**src/rtl/nsc8_control_sequencer.sv**
```systemverilog
// NSC-8 control sequencer: T-state ring counter plus opcode decode into the
// 16-bit datapath control word. The fetch cycle is T0..T2 and the execute
// cycle is T3..T5. HLT latches a halted flag that freezes the ring at T3.
// Optional build macro NSC8_VARCYCLE_EN: when it is defined, each instruction
// returns to T0 right after its last non-zero execute state. When it is left
// undefined, every instruction uses all six T-states.
module nsc8_control_sequencer #(
    parameter int NUM_T = 6,
    parameter int CW    = 16
) (
    input  logic             clk,
    input  logic             reset_n,
    input  logic             step_en,
    input  logic [3:0]       opcode,
    input  logic             zero_flag,
    input  logic             carry_flag,
    output logic [CW-1:0]    ctrl_word,
    output logic [NUM_T-1:0] t_state,
    output logic             halted
);

    // One-hot T-states; the enum encoding is the ring itself
    typedef enum logic [5:0] {
        T0 = 6'b000001,
        T1 = 6'b000010,
        T2 = 6'b000100,
        T3 = 6'b001000,
        T4 = 6'b010000,
        T5 = 6'b100000
    } t_state_e;

    typedef enum logic [3:0] {
        OP_NOP = 4'h0,
        OP_LDA = 4'h1,
        OP_ADD = 4'h2,
        OP_SUB = 4'h3,
        OP_STA = 4'h4,
        OP_LDI = 4'h5,
        OP_JMP = 4'h6,
        OP_JZ  = 4'h7,
        OP_JC  = 4'h8,
        OP_OUT = 4'hE,
        OP_HLT = 4'hF
    } opcode_e;

    // Control line positions within the control word
    localparam logic [15:0] PC_INC     = 16'h0001;
    localparam logic [15:0] PC_OUT     = 16'h0002;
    localparam logic [15:0] PC_LOAD    = 16'h0004;
    localparam logic [15:0] MAR_LOAD   = 16'h0008;
    localparam logic [15:0] RAM_OUT    = 16'h0010;
    localparam logic [15:0] RAM_LOAD   = 16'h0020;
    localparam logic [15:0] IR_LOAD    = 16'h0040;
    localparam logic [15:0] IR_OUT     = 16'h0080;
    localparam logic [15:0] A_LOAD     = 16'h0100;
    localparam logic [15:0] A_OUT      = 16'h0200;
    localparam logic [15:0] ALU_OUT    = 16'h0400;
    localparam logic [15:0] ALU_SUB    = 16'h0800;
    localparam logic [15:0] B_LOAD     = 16'h1000;
    localparam logic [15:0] OUT_LOAD   = 16'h2000;
    localparam logic [15:0] FLAGS_LOAD = 16'h4000;
    localparam logic [15:0] HALT       = 16'h8000;

    t_state_e    state;
    t_state_e    state_next;
    logic        halted_next;
    logic        ends_here;
    logic [15:0] decoded;
    opcode_e     op;

    assign op      = opcode_e'(opcode);
    assign t_state = state;

    // Ring and halt register; reset aborts any instruction and restarts at T0
    always_ff @(posedge clk or negedge reset_n) begin
        if (!reset_n) begin
            state  <= T0;
            halted <= 1'b0;
        end else begin
            state  <= state_next;
            halted <= halted_next;
        end
    end

    // Mark the T-state that is the last one of the current instruction
    always_comb begin
        ends_here = 1'b0;
`ifdef NSC8_VARCYCLE_EN
        unique case (state)
            T3: ends_here = !(op inside {OP_LDA, OP_ADD, OP_SUB, OP_STA, OP_HLT});
            T4: ends_here = (op == OP_LDA) || (op == OP_STA);
            T5: ends_here = 1'b1;
            default: ends_here = 1'b0;
        endcase
`else
        ends_here = (state == T5);
`endif
    end

    // Next ring position and halt latch; the ring is frozen while halted
    always_comb begin
        state_next  = state;
        halted_next = halted;
        if (step_en && !halted) begin
            if (state == T3 && op == OP_HLT) begin
                halted_next = 1'b1;
            end else if (ends_here) begin
                state_next = T0;
            end else begin
                state_next = t_state_e'({state[4:0], state[5]});
            end
        end
    end

    // Moore decode of the control word from the T-state, opcode and flags
    always_comb begin
        decoded = 16'h0000;
        unique case (state)
            T0: decoded = PC_OUT | MAR_LOAD;
            T1: decoded = PC_INC;
            T2: decoded = RAM_OUT | IR_LOAD;
            T3: begin
                case (op)
                    OP_LDA, OP_ADD, OP_SUB, OP_STA: decoded = IR_OUT | MAR_LOAD;
                    OP_LDI: decoded = IR_OUT | A_LOAD;
                    OP_JMP: decoded = IR_OUT | PC_LOAD;
                    OP_JZ:  decoded = zero_flag  ? (IR_OUT | PC_LOAD) : 16'h0000;
                    OP_JC:  decoded = carry_flag ? (IR_OUT | PC_LOAD) : 16'h0000;
                    OP_OUT: decoded = A_OUT | OUT_LOAD;
                    OP_HLT: decoded = HALT;
                    default: decoded = 16'h0000;
                endcase
            end
            T4: begin
                case (op)
                    OP_LDA:         decoded = RAM_OUT | A_LOAD;
                    OP_ADD, OP_SUB: decoded = RAM_OUT | B_LOAD;
                    OP_STA:         decoded = A_OUT | RAM_LOAD;
                    default:        decoded = 16'h0000;
                endcase
            end
            T5: begin
                case (op)
                    OP_ADD:  decoded = ALU_OUT | A_LOAD | FLAGS_LOAD;
                    OP_SUB:  decoded = ALU_OUT | ALU_SUB | A_LOAD | FLAGS_LOAD;
                    default: decoded = 16'h0000;
                endcase
            end
            default: decoded = 16'h0000;
        endcase
    end

    // Output gating: reset blanks, halt overrides step gating, step low blanks
    always_comb begin
        ctrl_word = '0;
        if (!reset_n) begin
            ctrl_word = '0;
        end else if (halted) begin
            ctrl_word = CW'(HALT);
        end else if (step_en) begin
            ctrl_word = CW'(decoded);
        end
    end

endmodule

```
**config.mk**
```make
export PLATFORM = sky130hd
export DESIGN_NAME = nsc8_control_sequencer
export DESIGN_NICKNAME = d
export VERILOG_FILES = /design/src/rtl/nsc8_control_sequencer.sv
export SDC_FILE = /design/constraint.sdc
export NUM_CORES = 1
export LEC_CHECK = 0
export CAP_MARGIN = 20
export CELL_PAD_IN_SITES_DETAIL_PLACEMENT = 0
export CELL_PAD_IN_SITES_GLOBAL_PLACEMENT = 1
export CORE_ASPECT_RATIO = 1.75
export CORE_MARGIN = 5
export CORE_UTILIZATION = 32
export CTS_BUF_LIST = sky130_fd_sc_hd__clkbuf_16
export CTS_CLUSTER_SIZE = 28
export DETAILED_ROUTE_END_ITERATION = 8
export PLACE_DENSITY_LB_ADDON = 0.1
export SETUP_SLACK_MARGIN = 0.15
export SYNTH_ARGS = -nofsm -noshare
export SYNTH_HDL_FRONTEND = slang
export SYNTH_SLANG_ARGS = --single-unit
export TNS_END_PERCENT = 5
```
**constraint.sdc**
```tcl
create_clock -name clk -period 4.94 [get_ports clk]
set_clock_uncertainty 0.2 [all_clocks]
set_input_delay 0.494 -clock clk [delete_from_list [all_inputs] [get_ports clk]]
set_output_delay 0.494 -clock clk [all_outputs]
set_load 0.05 [all_outputs]
```
### Yosys cells after proc, flatten, opt, wreduce, memory -nomap -nowiden

Cells that the tools add are included.

* flip-flop bits (word level): 7
* bits in latches: 0
* memory bits (writable): 0
* memory bits (read-only): 0
* output and inout bits: 23
* word-level logic and storage cells: 36
* memories kept: 0

* $add $sub $neg: 0
* multiply operators: 0
* divide/modulo/power cells: 0
* order comparisons: 0
* equal/unequal tests: 16
* shifts and indexed selects: 0
* mux-type cells: 10
* bitwise logic cells: 1
* reductions and logical operators: 7

Operators with widths (number)
* $pmux 16 s7: 1
* $pmux 16 s6: 1
* $mux 16: 3
* $pmux 13 s3: 1
* $pmux 15 s2: 1
* $eq 4x3->1 const B: 4
* $mux 8: 2
* $eq 4x4->1 const B: 3
* $eq 4x2->1 const B: 2
* $eq 6x1->1 const B: 1
* $eq 6x2->1 const B: 1
* $eq 6x3->1 const B: 1
* $eq 6x4->1 const B: 1
* $eq 6x5->1 const B: 1
* $eq 6x6->1 const B: 1
* $mux 6: 1
* $eq 4x1->1 const B: 1
* $reduce_and 2->1: 2
* $reduce_or 4->1: 1
* $logic_and 1x1->1: 2
* $reduce_or 2->1: 1
* $logic_not 1->1: 1
* $not 1->1: 1

### Depth between registers and ports, before layout

* depth after elaboration: 7
* depth in mapped cells: 4
* mapped depth without buffers: 3

### Worst setup path before layout

No wires, ideal clock.

* path type: register to output
* start: reg state[1], in the netlist t_state[1]
* end: out ctrl_word[2]
* arrival: 2.463 ns
* required time: 4.246 ns
* slack: 1.783 ns
* stages on the path, launching flop included: 4
* buffers on the path: 0
* cell sequence: dfrtp_1 > nor4_4 > o2111ai_2 > a211oi_1

* cells in the longest elaborated chain, start to end: 5
* elaborated cells on any way between the ends: 10
* classes of those cells: eq/ne (6); mux (4)

Ends and longest elaborated chain
* start: declaration: RTL line 64 `t_state_e state;`
* start signal: assignment: RTL line 80 `state <= state_next;`
* $eq 6x6->1 (tied with other cells): RTL line 118 `unique case (state)`
* $pmux 16 s6 *: RTL line 118
* $mux 16 *: RTL line 160 `end else if (step_en) begin`
* $mux 16 *: RTL line 158 `end else if (halted) begin`
* $mux 16 *: RTL line 156 `if (!reset_n) begin`
* end: declaration: RTL line 17 `output logic [CW-1:0] ctrl_word,`

Every way passes the cells marked *; elsewhere a longest branch is shown, timed or not.

### Worst setup path after layout

* start: in step_en
* end: out ctrl_word[12]

* cells in the longest elaborated chain, start to end: 3

Ends and longest elaborated chain
* start: declaration: RTL line 13 `input logic step_en,`
* $mux 16: RTL line 160
* $mux 16: RTL line 158
* $mux 16: RTL line 156

No other way between the ends.

==> impl_summary.md <==
Status
The run finished with clean final reports.

Floorplanning
The site row count is 23. The region available for standard cell placement spans roughly 2300 um^2. For this design the top-level I/O count stands at 32. The vertical die dimension is about 74 um. The die is around 47 um wide. The die covers 3440 um^2.

The initial utilization of the core area, before any placement, comes to 32.9%.

Synthesis
In this run the cell area of the synthesized design comes to roughly 750 um^2. Among all flip-flop cells after synthesis, the most frequent one is sky130_fd_sc_hd__dfrtp_1. The synthesized design contains 7 register bits. The netlist uses 42 different library cells. After synthesis, the mean cell area works out to about 8.6 um^2.

The synthesized design spends more area on one cell type than any other, namely sky130_fd_sc_hd__dfrtp_1. After synthesis, the cell types taking the most area are sky130_fd_sc_hd__dfrtp_1 20%, sky130_fd_sc_hd__mux2_2 6.0%, sky130_fd_sc_hd__nand2_1 5.5%. The net count of the mapped netlist is 96.

The share of the synthesized area in the top cell type is between 20% and 30%. The number of enable-type register cells in the synthesized netlist is 0. The number of standard cells after synthesis is between 80 and 90.

The post-synthesis sequential area ratio is 23.6%. The total number of yosys warnings is 0. Counting flops with an async set or reset pin after synthesis yields a share of between 90% and 100%.

Drt
The first detailed-routing pass ran for 4 iterations. In the routed design, unresolved DRC markers number 0. Dividing the detail-routed via count by the number of cells gives around 5.6.

The antenna violation net count after detailed routing is 0. The routed wire length per instance is 15.6 um. The count of routing violations after the opening detailed-route iteration is 8. Summing over every cut layer, the via total after detailed routing is approximately 790.

The wire length reported by the detailed router is 2190 um.

Clock network
The TritonCTS clock tree is yes. The number of hold buffers added after cts is 0. The clock transition time at the flip-flop clock pins of the worst setup and hold paths is 30 ps. The cell at the root of the clock tree is sky130_fd_sc_hd__clkbuf_16.

The post-cts sizing count is 0. The number of buffers added by the clock tree synthesis step is 3. At the later pin of the worst-skew pair, clock insertion delay measures 230 ps. After clock tree synthesis, the setup repair step added 0 buffers.

The tree built by TritonCTS fans out to 7 sinks. In this run the number of H-tree levels came out at 1. The largest buffer count on any clock path is 2.

Place
The placer congestion estimate is 0.721. The count of input and output buffers is 31. The placed instance area is 1060 um^2. The detailed placer's ending HPWL is about 1700 um.

STA
Based on the critical path, the design can be clocked at up to between 0.2 and 0.3 GHz. The worst path uses 73.1% of the clock period. At the pin with the least slew margin, the transition time is between 600 and 700 ps. Setup violations remaining at the end of the flow were counted as 0. The final number of hold-violating endpoints is 0. The final count of pins violating max slew came to 0. The post-layout minimum cycle time is 3610 ps.

Final hold analysis gives a worst-case slack of 344 ps. The total negative slack for setup checks is 0 ps. Setup repair after global routing left no endpoint under its margin. The headroom to the max-slew limit is approximately 57%.

Layout
Relative to the synthesized area, the layout overhead comes to 51.8%. At the end of the flow, the number of nets in the layout was between 100 and 150. Of the cells placed in the final design, the portion with a size suffix greater than 1 is 14.8%. The finished cells cover about 1100 um^2. The total inserted antenna cells is 0.

Flow run
The tool flagged a number of max-cap violations equal to 0.

Setup path
The startpoint of the worst register-to-register path is t_state[1]. The maximum fanout encountered on the critical timing path is 8. The most critical setup path has its startpoint at step_en. The critical path arrival is between 2000 and 3000 ps. The data required time at the worst endpoint is around 4300 ps. The type of origin of the critical path is an input pin. The category of the most critical setup path is in -> out. The sort of element at the end of the critical path is a primary output.

Power and ir drop
Power spread over the standard cell area amounts to 192 nW/um^2. VDD sags by at most slightly above 0.2 mV. For this design the static power due to leakage is roughly 0.00045 uW.

GRT
The initial antenna violation count is 0. The total global-route track usage is 14.2%. The first global-routing pass estimated between 3000 and 4000 um of wire. The final global-route overflow total is 0. Entering global routing, the biggest net connects 18 pins.

The via count of the first global-routing pass is roughly 790.

Hold path
The startpoint of the most critical hold path is halted. The class of the worst hold path is reg -> reg.
worst paths after layout:
path | end | slack (ps) | cells after the start
worst min register to register | halted | 340 | 1
max in group asynchronous | t_state[0] | 3850 | 1
worst min-delay path | halted | 340 | 1
worst max-delay path | ctrl_word[12] | 1330 | 5
min in group asynchronous | t_state[1] | 370 | 1
worst max register to register | t_state[4] | 3190 | 3
cell usage after synthesis, drive strengths merged, types with 3 or more instances:
| cell | number |
|---|---|
| nand2 | 11 |
| dfrtp | 6 |
| o21ai | 5 |
| a21oi | 4 |
| clkbuf | 4 |
| mux2 | 4 |
| nor2 | 4 |
| nor4b | 4 |
| and3b | 3 |
| buf | 3 |
| nand4 | 3 |
logic make-up (layout without fill, tap and decap cells):
kind of cell	count (synthesis)	count (layout)	share of synthesized area (%)
buffers and inverters	9	37	5.35
DFF	7	7	23.6
AOI/OAI and AO/OA	19	19	18.9
and+or+nand+nor	47	47	44.8
muxes	5	5	7.36
where the power goes:
group          switching (uW)  leakage [uW]  internal (uW)
sequential                  0     0.0000942           57.7
clock                    28.8     0.0000423            105
combinational            14.9      0.000309           11.4
worst max-delay path, stage by stage:
cell                              delay [ps]
sky130_fd_sc_hd__clkdlybuf4s50_1         520
sky130_fd_sc_hd__nor2b_1                 550
sky130_fd_sc_hd__nand2_1                 240
sky130_fd_sc_hd__nor4b_2                 280
sky130_fd_sc_hd__clkdlybuf4s50_1         840
layout by cell type (no fill, tap or decap), types with 2 or more instances in the layout:
master | netlist | layout
sky130_fd_sc_hd__a211oi_1 | 2 | 2
sky130_fd_sc_hd__a21oi_1 | 4 | 4
sky130_fd_sc_hd__and3_1 | 2 | 2
sky130_fd_sc_hd__and3b_1 | 3 | 3
sky130_fd_sc_hd__and4_1 | 2 | 2
sky130_fd_sc_hd__clkbuf_16 | 0 | 3
sky130_fd_sc_hd__clkdlybuf4s50_1 | 0 | 31
sky130_fd_sc_hd__dfrtp_1 | 6 | 6
sky130_fd_sc_hd__inv_1 | 2 | 3
sky130_fd_sc_hd__mux2_2 | 4 | 4
sky130_fd_sc_hd__nand2_1 | 11 | 11
sky130_fd_sc_hd__nand3_1 | 2 | 2
sky130_fd_sc_hd__nand3b_1 | 2 | 2
sky130_fd_sc_hd__nand4_1 | 2 | 2
sky130_fd_sc_hd__nor2_1 | 4 | 4
sky130_fd_sc_hd__nor2b_1 | 2 | 2
sky130_fd_sc_hd__nor3b_1 | 2 | 2
sky130_fd_sc_hd__nor4b_1 | 2 | 2
sky130_fd_sc_hd__nor4b_2 | 2 | 2
sky130_fd_sc_hd__o21ai_0 | 3 | 3
sky130_fd_sc_hd__o21ai_1 | 2 | 2
sky130_fd_sc_hd__o21bai_1 | 2 | 2
metrics by stage:
stage,cells,util (%),setup WS [ps],power [uW]
after floorplan,87,-,1780,73.6
after global placement,136,46.5,1280,84.7
after detailed placement,136,46.5,1300,84.7
after CTS,140,50.0,1290,221
after global routing,140,50.0,1170,228
final,140,50.0,1330,218
metal layers:
metal | global-route usage, % | wire length (um) | vias up | share of wire, %
li1 | - | - | 386 | -
met1 | 14.6 | 827 | 377 | 38
met2 | 26.7 | 1230 | 21 | 56
met3 | 2.66 | 103 | 3 | 4.7
met4 | 5.70 | 29 | 0 | 1.3
met5 | 0 | 0 | - | 0
area by class of cell:
type / instances / area [um^2]
repair buffers: 31 / 310
inverters: 2 / 7.51
clock inverters: 1 / 3.75
fillers: 222 / 1140
flip-flops and latches: 7 / 176
multi-input cells: 71 / 532
well taps: 25 / 31.3
clock buffers: 3 / 75.1
state kept, by name, summed over array words and instances, names as in the netlist:
| register | flops |
|---|---|
| t_state | 6 |
| halted | 1 |
No activity file was read; power rests on OpenSTA's default activity.
